<file path="src/rtl/spi_ctrl_pkg.sv">
// Shared types for the SPI transaction controller.
// Holds the state encoding and the Moore output decode.
package spi_ctrl_pkg;

  localparam int STATE_W = 4;

  typedef enum logic [STATE_W-1:0] {
    IDLE         = 4'd0,
    GET_ADDR     = 4'd1,
    GOT_ADDR     = 4'd2,
    READ_WAIT    = 4'd3,
    READ_LOAD    = 4'd4,
    READ_SHIFT   = 4'd5,
    WRITE_SHIFT  = 4'd6,
    WRITE_COMMIT = 4'd7,
    DONE         = 4'd8
  } state_t;

  typedef struct packed {
    logic addr_we;
    logic sr_we;
    logic dm_we;
    logic miso_bufe;
    logic busy;
  } ctrl_out_t;

  function automatic ctrl_out_t decode_out(
    input state_t s
  );
    ctrl_out_t o;
    o           = '0;
    o.busy      = (s != IDLE);
    o.addr_we   = (s == GOT_ADDR);
    o.sr_we     = (s == READ_LOAD);
    o.dm_we     = (s == WRITE_COMMIT);
    o.miso_bufe = (s == READ_SHIFT);
    return o;
  endfunction

endpackage

</file>
<file path="src/rtl/edge_bit_counter.sv">
// Saturating field-bit counter driven by serial-clock edge pulses.
// Clear wins over enable; the count never wraps past width.
module edge_bit_counter #(
  parameter int width = 8
) (
  input  logic                         clk,
  input  logic                         reset,
  input  logic                         clear_i,
  input  logic                         en_i,
  output logic [$clog2(width+1)-1:0]   count_o,
  output logic                         done_o
);

  localparam int CW = $clog2(width + 1);
  localparam logic [CW-1:0] MAX = CW'(width);

  logic [CW-1:0] cnt_q;
  logic [CW-1:0] cnt_d;

  always_comb begin
    cnt_d = cnt_q;
    if (clear_i) begin
      cnt_d = '0;
    end else if (en_i && (cnt_q != MAX)) begin
      cnt_d = cnt_q + 1'b1;
    end
  end

  always_ff @(posedge clk or posedge reset) begin
    if (reset) begin
      cnt_q <= '0;
    end else begin
      cnt_q <= cnt_d;
    end
  end

  assign count_o = cnt_q;
  assign done_o  = (cnt_q == MAX);

endmodule

</file>
<file path="src/rtl/spi_transaction_ctrl.sv">
// SPI slave transaction sequencer: address phase, then read or
// write data phase, with strobes for address, shift reg and memory.
module spi_transaction_ctrl
  import spi_ctrl_pkg::*;
#(
  parameter int width = 8
) (
  input  logic clk,
  input  logic reset,
  input  logic cs_n,
  input  logic sclk_rise,
  input  logic sclk_fall,
  input  logic rw_bit,
  output logic addr_we,
  output logic sr_we,
  output logic dm_we,
  output logic miso_bufe,
  output logic busy
);

  localparam int CW = $clog2(width + 1);
  localparam logic [CW-1:0] LAST = CW'(width - 1);

  state_t        state_q;
  state_t        state_d;
  ctrl_out_t     out_q;
  ctrl_out_t     out_d;

  logic [CW-1:0] cnt;
  logic          cnt_done;
  logic          cnt_clr;
  logic          cnt_en;
  logic          pulse;

  edge_bit_counter #(
    .width (width)
  ) u_cnt (
    .clk     (clk),
    .reset   (reset),
    .clear_i (cnt_clr),
    .en_i    (cnt_en),
    .count_o (cnt),
    .done_o  (cnt_done)
  );

  always_comb begin
    state_d = state_q;
    cnt_clr = 1'b0;
    cnt_en  = 1'b0;
    pulse   = 1'b0;
    if ((state_q != IDLE) && cs_n) begin
      state_d = IDLE;
      cnt_clr = 1'b1;
    end else begin
      unique case (state_q)
        IDLE: begin
          if (!cs_n) begin
            state_d = GET_ADDR;
            cnt_clr = 1'b1;
          end
        end
        GET_ADDR: begin
          pulse  = sclk_rise;
          cnt_en = pulse && !cnt_done;
          if (cnt_en && (cnt == LAST)) begin
            state_d = GOT_ADDR;
          end
        end
        GOT_ADDR: begin
          if (rw_bit) begin
            state_d = READ_WAIT;
          end else begin
            state_d = WRITE_SHIFT;
            cnt_clr = 1'b1;
          end
        end
        READ_WAIT: begin
          state_d = READ_LOAD;
        end
        READ_LOAD: begin
          state_d = READ_SHIFT;
          cnt_clr = 1'b1;
        end
        READ_SHIFT: begin
          pulse  = sclk_fall;
          cnt_en = pulse && !cnt_done;
          if (cnt_en && (cnt == LAST)) begin
            state_d = DONE;
          end
        end
        WRITE_SHIFT: begin
          pulse  = sclk_rise;
          cnt_en = pulse && !cnt_done;
          if (cnt_en && (cnt == LAST)) begin
            state_d = WRITE_COMMIT;
          end
        end
        WRITE_COMMIT: begin
          state_d = DONE;
        end
        DONE: begin
          state_d = DONE;
        end
        default: begin
          state_d = IDLE;
          cnt_clr = 1'b1;
        end
      endcase
    end
  end

  // Outputs are the decode of the state about to be registered,
  // so they flop alongside state_q and never glitch.
  assign out_d = decode_out(state_d);

  always_ff @(posedge clk or posedge reset) begin
    if (reset) begin
      state_q <= IDLE;
      out_q   <= '0;
    end else begin
      state_q <= state_d;
      out_q   <= out_d;
    end
  end

  assign addr_we   = out_q.addr_we;
  assign sr_we     = out_q.sr_we;
  assign dm_we     = out_q.dm_we;
  assign miso_bufe = out_q.miso_bufe;
  assign busy      = out_q.busy;

endmodule

</file>
<file path="config.mk">
export PLATFORM = sky130hd
export DESIGN_NAME = spi_transaction_ctrl
export DESIGN_NICKNAME = d
export VERILOG_FILES = /design/src/rtl/spi_ctrl_pkg.sv /design/src/rtl/edge_bit_counter.sv /design/src/rtl/spi_transaction_ctrl.sv
export SDC_FILE = /design/constraint.sdc
export NUM_CORES = 1
export LEC_CHECK = 0
export CORE_MARGIN = 1
export CORE_UTILIZATION = 56
export CTS_BUF_LIST = sky130_fd_sc_hd__clkbuf_4
export DETAILED_ROUTE_END_ITERATION = 12
export GPL_TIMING_DRIVEN = 0
export PLACE_DENSITY = 0.81
export SLEW_MARGIN = 30
export SYNTH_ARGS = -nofsm -noshare
export SYNTH_HDL_FRONTEND = slang
export SYNTH_HIERARCHICAL = 1
export SYNTH_SLANG_ARGS = --single-unit
export TNS_END_PERCENT = 30
</file>
<file path="constraint.sdc">
create_clock -name clk -period 2.41 [get_ports clk]
set_clock_uncertainty 0.2 [all_clocks]
set_input_delay 0.6025 -clock clk [delete_from_list [all_inputs] [get_ports clk]]
set_output_delay 0.6025 -clock clk [all_outputs]
set_load 0.005 [all_outputs]
</file>
==> impl_metrics.tcl <==
set metrics [dict create \
    cts_root_buffer "clkbuf_4" \
    htreeDepth 1 \
    fin_crit_sh_pct 98.1 \
    numPortBuffers 10 \
    reg2regPathDepth 11 \
    outcome "completed" \
    die_x_um 41.2 \
    netlist_instances 90 \
    slew_violations 0 \
    cts_max_path_buffers 2 \
    p_leak_nw 0.506 \
    finalSetupViolCount 0 \
    cpMaxStageDelayCell "dfrtp_1" \
    crit_path_start_kind "flip-flop" \
    core-area_mm2 0.00137 \
    synth.ff_latch_count 13 \
    netlist.top_cell.by_area "dfrtp_1" \
    place_ws_ns -0.375 \
    slowest_delay_ns 0.41 \
    cp-startpoint "u_cnt/count_o[0]" \
    ios 11 \
    grt_pass1_wl_um 2440 \
    die_area_mm2 0.00170 \
    cts_tree "built" \
    place_area_um2 980 \
    fin_nets 120 \
    powerDensity_mw_per_mm2 678 \
    cpLargestDelayFamily "simple AND/OR/NAND/NOR gates" \
    overflow 0 \
    cts_buffers 3 \
    drc_errors 0 \
    fillers 83 \
    fp.dieH_um 41.2 \
    cp.depth 11 \
    synth_area_um2 861 \
    synth_seq_area_share_pct 37.8 \
    viasPerCell 5.63 \
    start_util_pct 63.0 \
    antenna_left 0 \
    syn_to_final_growth_pct 31.0 \
    cts_sinks 13 \
    crit_type "reg2reg" \
    worst_pin_slew_ns 0.531 \
    clk_latency_ns 0.28 \
    hold_violations 0 \
    final_cell_area_mm2 0.00113 \
    worst-path-buf-inv 2 \
    hpwlAfterDp_um 1190 \
    max_freq_mhz 423 \
    fin_ws_ns 0.0450 \
    avgRoutedWirePerCell_um 14.7 \
    antenna_found_initial 0 \
    wl_um 1850 \
    synth.avg_cell_area_um2 9.56 \
    num_vias 710 \
    max-cap-violations 0 \
    yosys_warnings 6 \
    peakVddDrop_v 0.000449 \
    drive_gt1_share_pct 30.6 \
    cts.clk_slew.worst_paths_ns 0.07 \
    cts_hold_buffers 0 \
    worstPathArrival_ns 2.32 \
    grt_pass1_vias 591 \
    std_cell_rows 13 \
    hold_path.class "in2async" \
    r2r-start "u_cnt/count_o[0]" \
    grt_max_degree 11 \
    critPathMaxFanout 4 \
    gp_congestion 0.758 \
    cp-end-kind "flip-flop" \
    slew_headroom_pct 64.6 \
    min_period_ns 2.36 \
    netlist-cell-type-count 42 \
    ys_top_cells_by_area "dfrtp_1 (38%), buf_6 (3.9%), nand2b_1 (3.6%)" \
    antenna_cells 0 \
    first_pass_iters 4 \
    crit_chain "inv_2 -> ha_4 -> nand2_4 -> nor2_4 -> nand3b_1 -> o2bb2ai_2 -> a22oi_2 -> nor3_2 -> buf_4 -> o21a_1 -> mux2_4" \
    track_usage_pct 22.9 \
    drt_iter0_markers 23 \
    syn-num-nets 98 \
    cp.required_ns 2.36 \
    yosysTopAreaCellShare_pct 37.8 \
]
final timing paths:
check	endpoint	slack [ns]
setup / recovery	u_cnt/count_o[0]	0.05
hold / removal	u_cnt/count_o[1]	0.33
setup reg to reg	u_cnt/count_o[0]	0.05
hold reg to reg	state_q[3]	0.36
max in group asynchronous	sr_we	1.35
min in group clk	state_q[3]	0.36
cells in the final DEF (no fill, tap or decap), drive strengths merged, types with 4 or more instances in the layout:
master and instances:
dfrtp 13, nand2 8, nor3 4, nand2b 5, buf 12, inv 7
clkdlybuf4s50 10, nor2 7, clkbuf 4, a21oi 4
worst reg2reg max path, stage by stage (launching register included):
cell and delay (ns):
dfrtp_1 0.41, inv_2 0.07, ha_4 0.17, nand2_4 0.08, nor2_4 0.05, nand3b_1 0.20, o2bb2ai_2 0.18, a22oi_2 0.08
nor3_2 0.22, buf_4 0.15, o21a_1 0.15, mux2_4 0.30
where the power goes:
part	switching, W	leakage [nW]	internal [W]
sequential	0.0000151	0.177	0.000243
combinational	0.000174	0.310	0.000189
clock	0.0000667	0.0184	0.0000754
total	0.000256	0.506	0.000508
routing by layer:
layer / GRT usage [%] / wire length, um / up-vias
li1: - / - / 362
met1: 28.7 / 905 / 322
met2: 37.1 / 858 / 24
met3: 7.61 / 82 / 2
met4: 7.26 / 5 / 0
met5: 0 / 0 / -
final cells by class:
class	count	area [um^2]	share of cell area, %
buffer	5	46.3	4.11
tap	15	18.8	1.66
sequential	13	325	28.9
clock buffer	4	30.0	2.66
inverter	9	35.0	3.11
multi-input combinational	63	519	46.1
timing repair buffer	17	153	13.5
through the flow:
stage / util, % / hold slack [ns] / std cells / power (W) / TNS (ns)
2_1_floorplan: - / 0.169 / 90 / 0.000468 / 0
3_3_place_gp: 71.7 / 0.351 / 115 / 0.000532 / -0.827
3_5_place_dp: 71.7 / 0.349 / 115 / 0.000534 / -1.01
4_1_cts: 74.5 / 0.326 / 119 / 0.000682 / 0
5_1_grt: 82.5 / 0.360 / 126 / 0.000813 / -0.288
6_report: 82.5 / 0.333 / 126 / 0.000764 / 0
cell families after synthesis:
group                      after synthesis  synth area share, %
DFF                                     13                 37.8
adders and majority gates                2                 2.91
buffers and inverters                   14                 9.45
AOI/OAI and AO/OA                       20                 17.4
and+or+nand+nor                         37                 27.5
muxes                                    2                 2.91
xor gates and xnor gates                 2                 2.04
repair_timing:
| action | CTS | global route |
|---|---|---|
| pin swaps | 0 | 3 |
| endpoints found under the setup margin | 2 | 3 |
| buffers inserted | 0 | 7 |
| gates resized for setup | 2 | 13 |
Yosys cell counts, drive strengths merged:
master / number
nand2b: 5
o2111ai: 1
nand2: 8
nand4: 2
buf: 5
nor2b: 2
and4b: 1
o2bb2ai: 1
a21o: 1
a31oi: 1
o211ai: 2
o21a: 2
nand3b: 1
clkinv: 2
mux2: 1
nor4: 1
a21oi: 4
o31ai: 1
xor2: 2
or3: 1
nor3: 4
and2b: 1
ha: 2
a22oi: 2
dfrtp: 13
nor2: 7
mux2i: 1
o211a: 2
or3b: 1
o21ai: 1
o311ai: 1
and4: 1
nor3b: 1
o221ai: 1
inv: 7
nand4b: 1
flip-flops by register name (all words and copies together), names as in the netlist:
name           cells
busy               1
u_cnt/count_o      4
dm_we              1
miso_bufe          1
addr_we            1
sr_we              1
state_q            4
Power figures use the tool's default switching activity.
